**config.mk**
```make
export PLATFORM = sky130hd
export DESIGN_NAME = cdb_arbiter
export DESIGN_NICKNAME = d
export VERILOG_FILES = /design/src/rtl/cdb_arbiter.sv
export SDC_FILE = /design/constraint.sdc
export NUM_CORES = 1
export LEC_CHECK = 0
export ABC_AREA = 1
export BUFFER_PORTS_ARGS = -buffer_cell sky130_fd_sc_hd__buf_2
export CAP_MARGIN = 30
export CORE_MARGIN = 2
export CORE_UTILIZATION = 56
export CTS_CLUSTER_SIZE = 28
export DETAILED_ROUTE_END_ITERATION = 10
export PLACE_DENSITY_LB_ADDON = 0.05
export SETUP_SLACK_MARGIN = 0.1
export SLEW_MARGIN = 20
export SYNTH_ARGS = -nofsm -noshare
export SYNTH_HDL_FRONTEND = slang
export SYNTH_SLANG_ARGS = --single-unit
```
**constraint.sdc**
```tcl
create_clock -name clockIn -period 3.5 [get_ports clockIn]
set_input_delay 1.05 -clock clockIn [delete_from_list [all_inputs] [get_ports clockIn]]
set_output_delay 1.05 -clock clockIn [all_outputs]
set_load 0.01 [all_outputs]
```
**src/rtl/cdb_arbiter.sv**
```systemverilog
// CDB arbiter: per-source result FIFOs for RS and LSB, drained round-robin onto a
// registered common data bus that writes back to the ROB and wakes waiting entries.
module cdb_arbiter #(
    parameter int ROB_WIDTH  = 4,
    parameter int FIFO_WIDTH = 1
) (
    input  logic                 clockIn,
    input  logic                 resetIn,
    input  logic                 readyIn,
    input  logic                 clear,
    input  logic                 rsValid,
    input  logic [ROB_WIDTH-1:0] rsRobIndex,
    input  logic [31:0]          rsValue,
    output logic                 rsFull,
    input  logic                 lsbValid,
    input  logic [ROB_WIDTH-1:0] lsbRobIndex,
    input  logic [31:0]          lsbValue,
    output logic                 lsbFull,
    output logic                 cdbValid,
    output logic [ROB_WIDTH-1:0] cdbRobIndex,
    output logic [31:0]          cdbValue
);

    localparam int unsigned DEPTH = 2 ** FIFO_WIDTH;

    typedef enum logic {
        SRC_RS  = 1'b0,
        SRC_LSB = 1'b1
    } src_e;

    logic [ROB_WIDTH-1:0]  rsMemIdx_q  [DEPTH];
    logic [31:0]           rsMemVal_q  [DEPTH];
    logic [ROB_WIDTH-1:0]  lsbMemIdx_q [DEPTH];
    logic [31:0]           lsbMemVal_q [DEPTH];

    logic [FIFO_WIDTH-1:0] rsHead_q, rsHead_d, rsTail_q, rsTail_d;
    logic [FIFO_WIDTH-1:0] lsbHead_q, lsbHead_d, lsbTail_q, lsbTail_d;
    logic [FIFO_WIDTH:0]   rsCount_q, rsCount_d, lsbCount_q, lsbCount_d;
    src_e                  lastGrant_q, lastGrant_d;
    logic                  cdbValid_q, cdbValid_d;
    logic [ROB_WIDTH-1:0]  cdbRobIndex_q, cdbRobIndex_d;
    logic [31:0]           cdbValue_q, cdbValue_d;

    logic advance;
    logic rsPush, lsbPush, rsPop, lsbPop;
    logic rsNonEmpty, lsbNonEmpty;

    // Full flags look only at the registered count; a same-cycle pop never frees a slot.
    assign rsFull  = (rsCount_q  == (FIFO_WIDTH+1)'(DEPTH));
    assign lsbFull = (lsbCount_q == (FIFO_WIDTH+1)'(DEPTH));

    assign advance     = readyIn & ~clear;
    assign rsNonEmpty  = (rsCount_q  != '0);
    assign lsbNonEmpty = (lsbCount_q != '0);
    assign rsPush      = advance & rsValid  & ~rsFull;
    assign lsbPush     = advance & lsbValid & ~lsbFull;
    assign rsPop       = advance & rsNonEmpty  & (~lsbNonEmpty | (lastGrant_q == SRC_LSB));
    assign lsbPop      = advance & lsbNonEmpty & (~rsNonEmpty  | (lastGrant_q == SRC_RS));

    always_comb begin
        rsHead_d      = rsHead_q;
        rsTail_d      = rsTail_q;
        rsCount_d     = rsCount_q;
        lsbHead_d     = lsbHead_q;
        lsbTail_d     = lsbTail_q;
        lsbCount_d    = lsbCount_q;
        lastGrant_d   = lastGrant_q;
        cdbValid_d    = cdbValid_q;
        cdbRobIndex_d = cdbRobIndex_q;
        cdbValue_d    = cdbValue_q;

        if (clear) begin
            rsHead_d    = '0;
            rsTail_d    = '0;
            rsCount_d   = '0;
            lsbHead_d   = '0;
            lsbTail_d   = '0;
            lsbCount_d  = '0;
            lastGrant_d = SRC_LSB;
            cdbValid_d  = 1'b0;
        end else if (readyIn) begin
            if (rsPush)  rsTail_d  = rsTail_q + 1'b1;
            if (lsbPush) lsbTail_d = lsbTail_q + 1'b1;
            if (rsPop)   rsHead_d  = rsHead_q + 1'b1;
            if (lsbPop)  lsbHead_d = lsbHead_q + 1'b1;

            case ({rsPush, rsPop})
                2'b10:   rsCount_d = rsCount_q + 1'b1;
                2'b01:   rsCount_d = rsCount_q - 1'b1;
                default: rsCount_d = rsCount_q;
            endcase
            case ({lsbPush, lsbPop})
                2'b10:   lsbCount_d = lsbCount_q + 1'b1;
                2'b01:   lsbCount_d = lsbCount_q - 1'b1;
                default: lsbCount_d = lsbCount_q;
            endcase

            cdbValid_d = rsPop | lsbPop;
            if (rsPop) begin
                lastGrant_d   = SRC_RS;
                cdbRobIndex_d = rsMemIdx_q[rsHead_q];
                cdbValue_d    = rsMemVal_q[rsHead_q];
            end else if (lsbPop) begin
                lastGrant_d   = SRC_LSB;
                cdbRobIndex_d = lsbMemIdx_q[lsbHead_q];
                cdbValue_d    = lsbMemVal_q[lsbHead_q];
            end
        end
    end

    always_ff @(posedge clockIn or posedge resetIn) begin
        if (resetIn) begin
            rsHead_q      <= '0;
            rsTail_q      <= '0;
            rsCount_q     <= '0;
            lsbHead_q     <= '0;
            lsbTail_q     <= '0;
            lsbCount_q    <= '0;
            lastGrant_q   <= SRC_LSB;
            cdbValid_q    <= 1'b0;
            cdbRobIndex_q <= '0;
            cdbValue_q    <= '0;
        end else begin
            rsHead_q      <= rsHead_d;
            rsTail_q      <= rsTail_d;
            rsCount_q     <= rsCount_d;
            lsbHead_q     <= lsbHead_d;
            lsbTail_q     <= lsbTail_d;
            lsbCount_q    <= lsbCount_d;
            lastGrant_q   <= lastGrant_d;
            cdbValid_q    <= cdbValid_d;
            cdbRobIndex_q <= cdbRobIndex_d;
            cdbValue_q    <= cdbValue_d;
        end
    end

    // Payload storage needs no reset; the counts alone decide what is valid.
    always_ff @(posedge clockIn) begin
        if (rsPush) begin
            rsMemIdx_q[rsTail_q] <= rsRobIndex;
            rsMemVal_q[rsTail_q] <= rsValue;
        end
        if (lsbPush) begin
            lsbMemIdx_q[lsbTail_q] <= lsbRobIndex;
            lsbMemVal_q[lsbTail_q] <= lsbValue;
        end
    end

    assign cdbValid    = cdbValid_q;
    assign cdbRobIndex = cdbRobIndex_q;
    assign cdbValue    = cdbValue_q;

endmodule
```
======== Yosys cells after proc, flatten, opt, wreduce, memory -nomap -nowiden ========
Memories as Yosys holds them, arrays and structs flattened.
Cells that the tools add are included.
word-level totals
  register bits after elaboration ......... 46
  bits in writable memories ............... 144
  logic and storage cells ................. 97
  memories kept ........................... 4
memories
  name         depth  bits a word  rd ports  clocked after memory_dff  write ports  line  source
  lsbMemVal_q  2      32           1         0                         1            34    logic [31:0] lsbMemVal_q [DEPTH];
  rsMemVal_q   2      32           1         0                         1            32    logic [31:0] rsMemVal_q [DEPTH];
  lsbMemIdx_q  2      4            1         0                         1            33    logic [ROB_WIDTH-1:0] lsbMemIdx_q [DEPTH];
  rsMemIdx_q   2      4            1         0                         1            31    logic [ROB_WIDTH-1:0] rsMemIdx_q [DEPTH];
operators by class
  $add $sub $neg .......................... 8
  equality and inequality tests ........... 6
  mux-type cells .......................... 32
  bitwise logic cells ..................... 18
  reductions and logical operators ........ 19
operator list
  kind                 count
  $mux 32              2
  $mux 1               22
  $reduce_bool 2->1    8
  $reduce_and 2->1     7
  $and 1x1->1          9
  $reduce_bool 3->1    3
  $eq 2x2->1 const B   4
  $mux 2               4
  $mux 4               2
  $pmux 2 s2           2
  $not 1->1            6
  $add 1x1->1 const B  4
  $add 2x1->2 const B  2
  $eq 2x1->1 const B   2
  $sub 2x1->2 const B  2
  $or 1x1->1           3
  $reduce_and 3->1     1

======== Longest topological paths before layout ========
Gate-level depths: netlist (run 1).
  depth after elaboration ................. 8
  depth in mapped cells ................... 9
  mapped depth without buffers ............ 8

======== Least setup slack after synthesis (run 1) ========
No wires, ideal clock.
  path kind ............................... input -> register
  from .................................... in clear
  to ...................................... mem lsbMemIdx_q[1][0] (enable)
  arrival time ............................ 2.911 ns
  required time ........................... 3.071 ns
  setup slack ............................. 0.160 ns
  cell stages on the path ................. 5
  buffers on the path ..................... 0
  cells stage by stage .................... inv_2 nand2_4 nor2_1 inv_1 nor2_1
between the ends
  word-level cells in the longest chain between the ends .. 6
ends and longest elaborated chain
  what                          line  source
  start: declaration            10    input logic clear,
  $not 1->1 (no source line)    --
  $and 1x1->1                   52    assign advance = readyIn & ~clear;
  $and 1x1->1 (2 in series)     56    assign lsbPush = advance & lsbValid & ~lsbFull;
  $mux 1                        143   if (lsbPush) begin
  $mux 1 (implied by the code)  144   lsbMemIdx_q[lsbTail_q] <= lsbRobIndex;
  end: declaration              33
No other way between the ends.

======== Final worst setup path (run 1) ========
  from .................................... reg rsCount_q[0]
  to ...................................... out rsFull
between the ends
  word-level cells in the longest chain between the ends .. 1
ends and longest elaborated chain
  what                      line  source
  start: declaration        38    logic [FIFO_WIDTH:0] rsCount_q, rsCount_d, lsbCount_q, lsbCount_d;
  start signal: assignment  126   rsCount_q <= rsCount_d;
  $eq 2x2->1                49    assign rsFull = (rsCount_q == (FIFO_WIDTH+1)'(DEPTH));
  end: declaration          14    output logic rsFull,
No other way between the ends.

==> results.toml, run 1 <==
[clock_tree]
cts.htree.levels = 4
clk_path_buf_depth = 2
cts.sinks = 190
cts_resized = 0
cts.reportedPaths.clkPinSlew_ns = 0.06
cts_buffers = 17
ctsRootBufferMaster = "clkbuf_16"
insertion_delay_ns = 0.43
cts_tree = "built"
post_cts_buffers = 0
ctsHoldBuffers = 0

[setup_path]
worstSetupPathType = "reg -> out"
r2r_cells = 5
cp-end-kind = "primary output"
arrival_ns = 1.23
cp_data_required_time_ns = 2.45
timing.rr.end = "cdbValue[10]"
startpoint_type = "flip-flop"
r2r_start = "lsbHead_q"
reg2reg_slack_ns = 1.42
cp_max_fo = 4

[timing]
tightest_slew_ns = 0.801
post-route-period-util = 0.653
layout_min_cycle_time_ns = 2.28
finalHoldViolations = 0
tns_ns = 0
fin_skew_ns = 0.00898
finalSetupViolCount = 0
slew_viol_final = 0
rsz0062_at_grt = "false"
slew_headroom = 0.466
fmax_mhz = 438

[floorplan]
core_um2 = 13100
initial_utilization = 0.569
ios = 117
die_area_um2 = 14200
rows = 42
die_x_um = 119
die_h_um = 119

[route]
drtIter0Drc = 347
wl_per_cell_um = 17.7
dr.pass1.iters = 4
num_vias = 4752
postRouteAntennaNets = 0
drc_errors = 0
wirelength_um = 15800
viasPerCell = 5.31

[synthesis]
ys_seq_area_frac = 0.736
syn_inst = 588
syn_nets = 666
ys_seq_elements = 190
synthesis.area_um2 = 7440
synth.avg_cell_area_um2 = 12.7
synthesis.yosys.warnings = 0
yosysUniqueCellTypes = 24

[cells_and_area]
ff_latch_area_um2 = 5480
multi_input_area_um2 = 1760
syn_to_final_growth_pct = 18.3
layout-drive-gt1-share = 0.248
filler_cell_count = 950
fin_nets = 784
antenna_cells = 0
stdcell_count = 895

[job]
max_cap_violations = 0

[worst_hold_path]
whs_path_depth = 2
min_from = "cdbValue[5]"
hp-class = "reg -> reg"
holdPathEnd = "cdbValue[5]"

[global_route]
track_usage = 0.232
grt_pass1_wl_um = 24700
grt_pass1_vias = 4709
grt_max_degree = 41
grt.overflow.total = 0
antenna_found_initial = 0

[run_status]
status = "finished, final reports clean"

[placed_design]
placed_cells = 863
portBuffers = 116
routabilityCongestion = 0.918
dp.final_hpwl_um = 9480

[power]
p_per_area_nw_per_um2 = 647
ir_drop_uv = 415
power.leakage_uw = 0.00355
layout make-up:
cell class / count / area share
clock inverter: 10 / 0.0183
sequential: 190 / 0.623
tap: 176 / 0.0250
inverter: 18 / 0.00796
multi-input combinational: 354 / 0.200
timing repair buffer: 125 / 0.0736
clock buffer: 22 / 0.0527
synthesized netlist by cell type (all sizes together):
| library cell | number | area (um^2) |
|---|---|---|
| edfxtp | 144 | 4320 |
| nand2 | 140 | 551 |
| nor2 | 85 | 347 |
| dfrtp | 45 | 1130 |
| nand3 | 45 | 225 |
| o21ai | 41 | 205 |
| mux2i | 36 | 360 |
| buf | 20 | 143 |
| inv | 18 | 70.1 |
| clkbuf | 6 | 23.8 |
| nand4 | 4 | 25.0 |
| a21oi | 2 | 10.0 |
| a31oi | 1 | 6.26 |
| dfstp | 1 | 26.3 |
worst max-delay path: stages (launching register included):
cell and delay [ns]:
dfrtp_1 0.42, inv_2 0.08, nand2_1 0.11, inv_1 0.08
buf_2 0.12
layer usage:
| layer | global-route usage | wire length [um] | vias to the layer above |
|---|---|---|---|
| met2 | 0.396 | 7920 | 140 |
| met5 | 0 | 0 | - |
| met3 | 0.0565 | 886 | 22 |
| li1 | - | - | 2269 |
| met1 | 0.297 | 6800 | 2321 |
| met4 | 0.0692 | 227 | 0 |
where the power goes:
group | internal (uW) | total [uW] | switching (uW)
Clock | 1240 | 2020 | 783
Combinational | 332 | 824 | 492
Sequential | 2700 | 2860 | 160
Total | 4260 | 5700 | 1430
how the worst max path moves through the flow:
stage                             from                end  depth (start not counted)
final                     rsCount_q[0]             rsFull                          4
after global routing             clear        cdbValue[4]                          9
after CTS                 rsCount_q[0]             rsFull                          4
after detailed placement         clear       cdbValue[23]                          9
after global placement         readyIn   rsMemIdx_q[0][0]                          6
after floorplan                  clear  lsbMemIdx_q[1][0]                          5
per-stage QoR:
step | utilization | setup WS, ns | cell area, um^2 | hold WS [ns] | power [uW]
global route | 0.673 | 1.13 | 8800 | 0.503 | 5940
floorplan | - | 0.160 | 7440 | 0.481 | 3340
detailed placement | 0.625 | 0.831 | 8180 | 0.461 | 3730
finish | 0.673 | 1.22 | 8800 | 0.473 | 5700
global placement | 0.625 | 0.871 | 8180 | 0.461 | 3700
CTS | 0.673 | 1.20 | 8800 | 0.478 | 5740
layout by cell type, fill, tap and decap left out, drive strengths merged:
cell type / instances
buf: 125
nand4: 4
a31oi: 1
dfstp: 1
clkinv: 5
clkbuf: 22
mux2i: 36
bufinv: 4
edfxtp: 144
a21oi: 2
inv: 19
o21ai: 41
nor2: 85
nand2: 140
nand3: 45
dfrtp: 45
state kept, by name, indices dropped and copies added, names as in the netlist:
name         count
rsMemVal_q      64
lsbMemVal_q     64
rsTail_q         1
rsCount_q        2
lsbHead_q        1
lsbCount_q       2
cdbValid         1
cdbValue        32
lsbMemIdx_q      8
cdbRobIndex      4
rsMemIdx_q       8
lsbTail_q        1
rsHead_q         1
lastGrant_q      1
cell families after synthesis:
kind of cell | after synthesis | share of synthesized area
and+or+nand+nor | 274 | 0.154
AOI/OAI and AO/OA | 44 | 0.0298
buffers and inverters | 44 | 0.0318
DFF | 190 | 0.736
muxes | 36 | 0.0484
No activity file was read; power rests on OpenSTA's default activity.
==> inputs of run 2 (changes only) <==
Settings changed: CORE_UTILIZATION 56 to 51.
Clock period 3.5 ns to 2 ns, I/O delays scaled along.
==> results.toml, run 2 (same netlist as run 1, synthesis figures left out) <==
[placed_design]
dp.final_hpwl_um = 10100
portBuffers = 116
routabilityCongestion = 0.896

[global_route]
grtUsageMet2 = 0.372
grt_max_degree = 38
track_usage = 0.216
grtUsageMet3 = 0.0473
met1_usage = 0.272
antenna_found_initial = 0
grt_pass1_wl_um = 25600
grt.overflow.total = 0
grt_pass1_vias = 4995
gr-max-usage-layer = "met2"

[cells_and_area]
fin_nets = 792
layout_common_cells = "edfxtp_1 (144), nand2_1 (135), buf_2 (116)"
syn_to_final_growth_pct = 21.7
mostFrequentLayoutCell = "edfxtp_1"
layout-drive-gt1-share = 0.263

[timing]
post-route-period-util = 0.899
tns_ns = 0
rsz0062_at_grt = "false"
fin_skew_ns = 0.00525
fmax_mhz = 556
layout_min_cycle_time_ns = 1.80
finalHoldViolations = 0
slew_headroom = 0.676
tightest_slew_ns = 0.486
slew_viol_final = 0
finalSetupViolCount = 0

[setup_path]
crit_chain = "inv_2 > nand2_2 > inv_1 > buf_2"
worstSetupPathType = "reg -> out"
max_stage_delay_ns = 0.42
arrival_ns = 1.20
cp_data_required_time_ns = 1.40
slowest_stage = "dfrtp_1"
cp-end-kind = "primary output"
cp_max_fo = 4
crit_buf_inv = 3
crit_family = "flip-flops"
startpoint_type = "flip-flop"

[worst_hold_path]
hp-class = "in -> async"

[route]
drc_errors = 0
postRouteAntennaNets = 0
dr.pass1.iters = 5
wl_per_cell_um = 17.5
wirelength_um = 16000
num_vias = 4769
drtIter0Drc = 311
viasPerCell = 5.23

[power]
power.leakage_uw = 0.00365
ir_drop_uv = 570
p_per_area_nw_per_um2 = 1130
power_uw = 10300

[job]
max_cap_violations = 0

[floorplan]
initial_utilization = 0.518
die_h_um = 125
ios = 117
die_x_um = 125
die_area_um2 = 15600
core_um2 = 14400
rows = 44

[clock_tree]
cts_buffers = 17
ctsRootBufferMaster = "clkbuf_16"
cts.sinks = 190
insertion_delay_ns = 0.42
cts.htree.levels = 4
cts_tree = "built"
clk_path_buf_depth = 2
cts.reportedPaths.clkPinSlew_ns = 0.06

[run_status]
status = "finished, final reports clean"
run 2: cell count changes in the layout (fill, tap and decap cells not counted), sizes merged:
| cell | delta |
|---|---|
| clkinvlp | +1 |
| bufinv | +2 |
| clkinv | -3 |
| buf | +8 |
| diode | +1 |
run 2: area by class of cell:
type / count / area, um^2
clock inverter: 10 / 206
antenna: 1 / 2.50
timing repair buffer: 133 / 821
sequential: 190 / 5480
clock buffer: 22 / 474
fill: 1104 / 5310
inverter: 18 / 70.1
multi-input combinational: 354 / 1770
tap: 184 / 230
run 2: layer usage:
metal  wire, um  part of all wire
met1       6700              0.42
met2       8310              0.52
met3        800             0.050
met4        171             0.011
met5          0                 0
run 2: what timing repair did:
action / CTS / global route
setup buffers: 0 / 0
hold buffers: 0 / 0
resized for setup: 0 / 1
setup endpoints to repair: 0 / 1
run 2: worst reg2reg max path: cells and delay by family, from the launching register on:
kind,cells,cell delay [ns]
flops,1,0.41
buf+inv,3,0.41
simple gates,4,0.49
run 2: through the flow:
| stage | instance area, um^2 | setup slack, ns | util | hold WS (ns) | instances |
|---|---|---|---|---|---|
| after floorplan | 7480 | 0.116 | - | 0.487 | 588 |
| after detailed placement | 8370 | 0.130 | 0.583 | 0.464 | 879 |
| after global routing | 9050 | 0.118 | 0.630 | 0.215 | 911 |
| after global placement | 8370 | 0.185 | 0.583 | 0.459 | 879 |
| final | 9060 | 0.201 | 0.630 | 0.196 | 912 |
| after CTS | 9050 | 0.133 | 0.630 | 0.198 | 911 |
run 2: path summary, 6_finish.rpt:
| kind | startpoint | endpoint | slack [ns] | depth (start not counted) |
|---|---|---|---|---|
| max | rsCount_q[0] | rsFull | 0.20 | 4 |
| min | resetIn | cdbValue[19] | 0.20 | 2 |
| max reg2reg | lsbCount_q[0] | lsbMemVal_q[1][2] | 0.39 | 7 |
| min reg2reg | cdbValue[24] | cdbValue[24] | 0.48 | 2 |
| max in group asynchronous | resetIn | rsHead_q | 1.24 | 3 |
| min in group clockIn | rsValue[20] | rsMemVal_q[1][20] | 0.37 | 1 |
run 2: power breakdown:
part	switching, uW	total (uW)	internal, uW
Clock	1360	3800	2450
Combinational	898	1510	615
Sequential	240	4960	4720
Total	2490	10300	7780
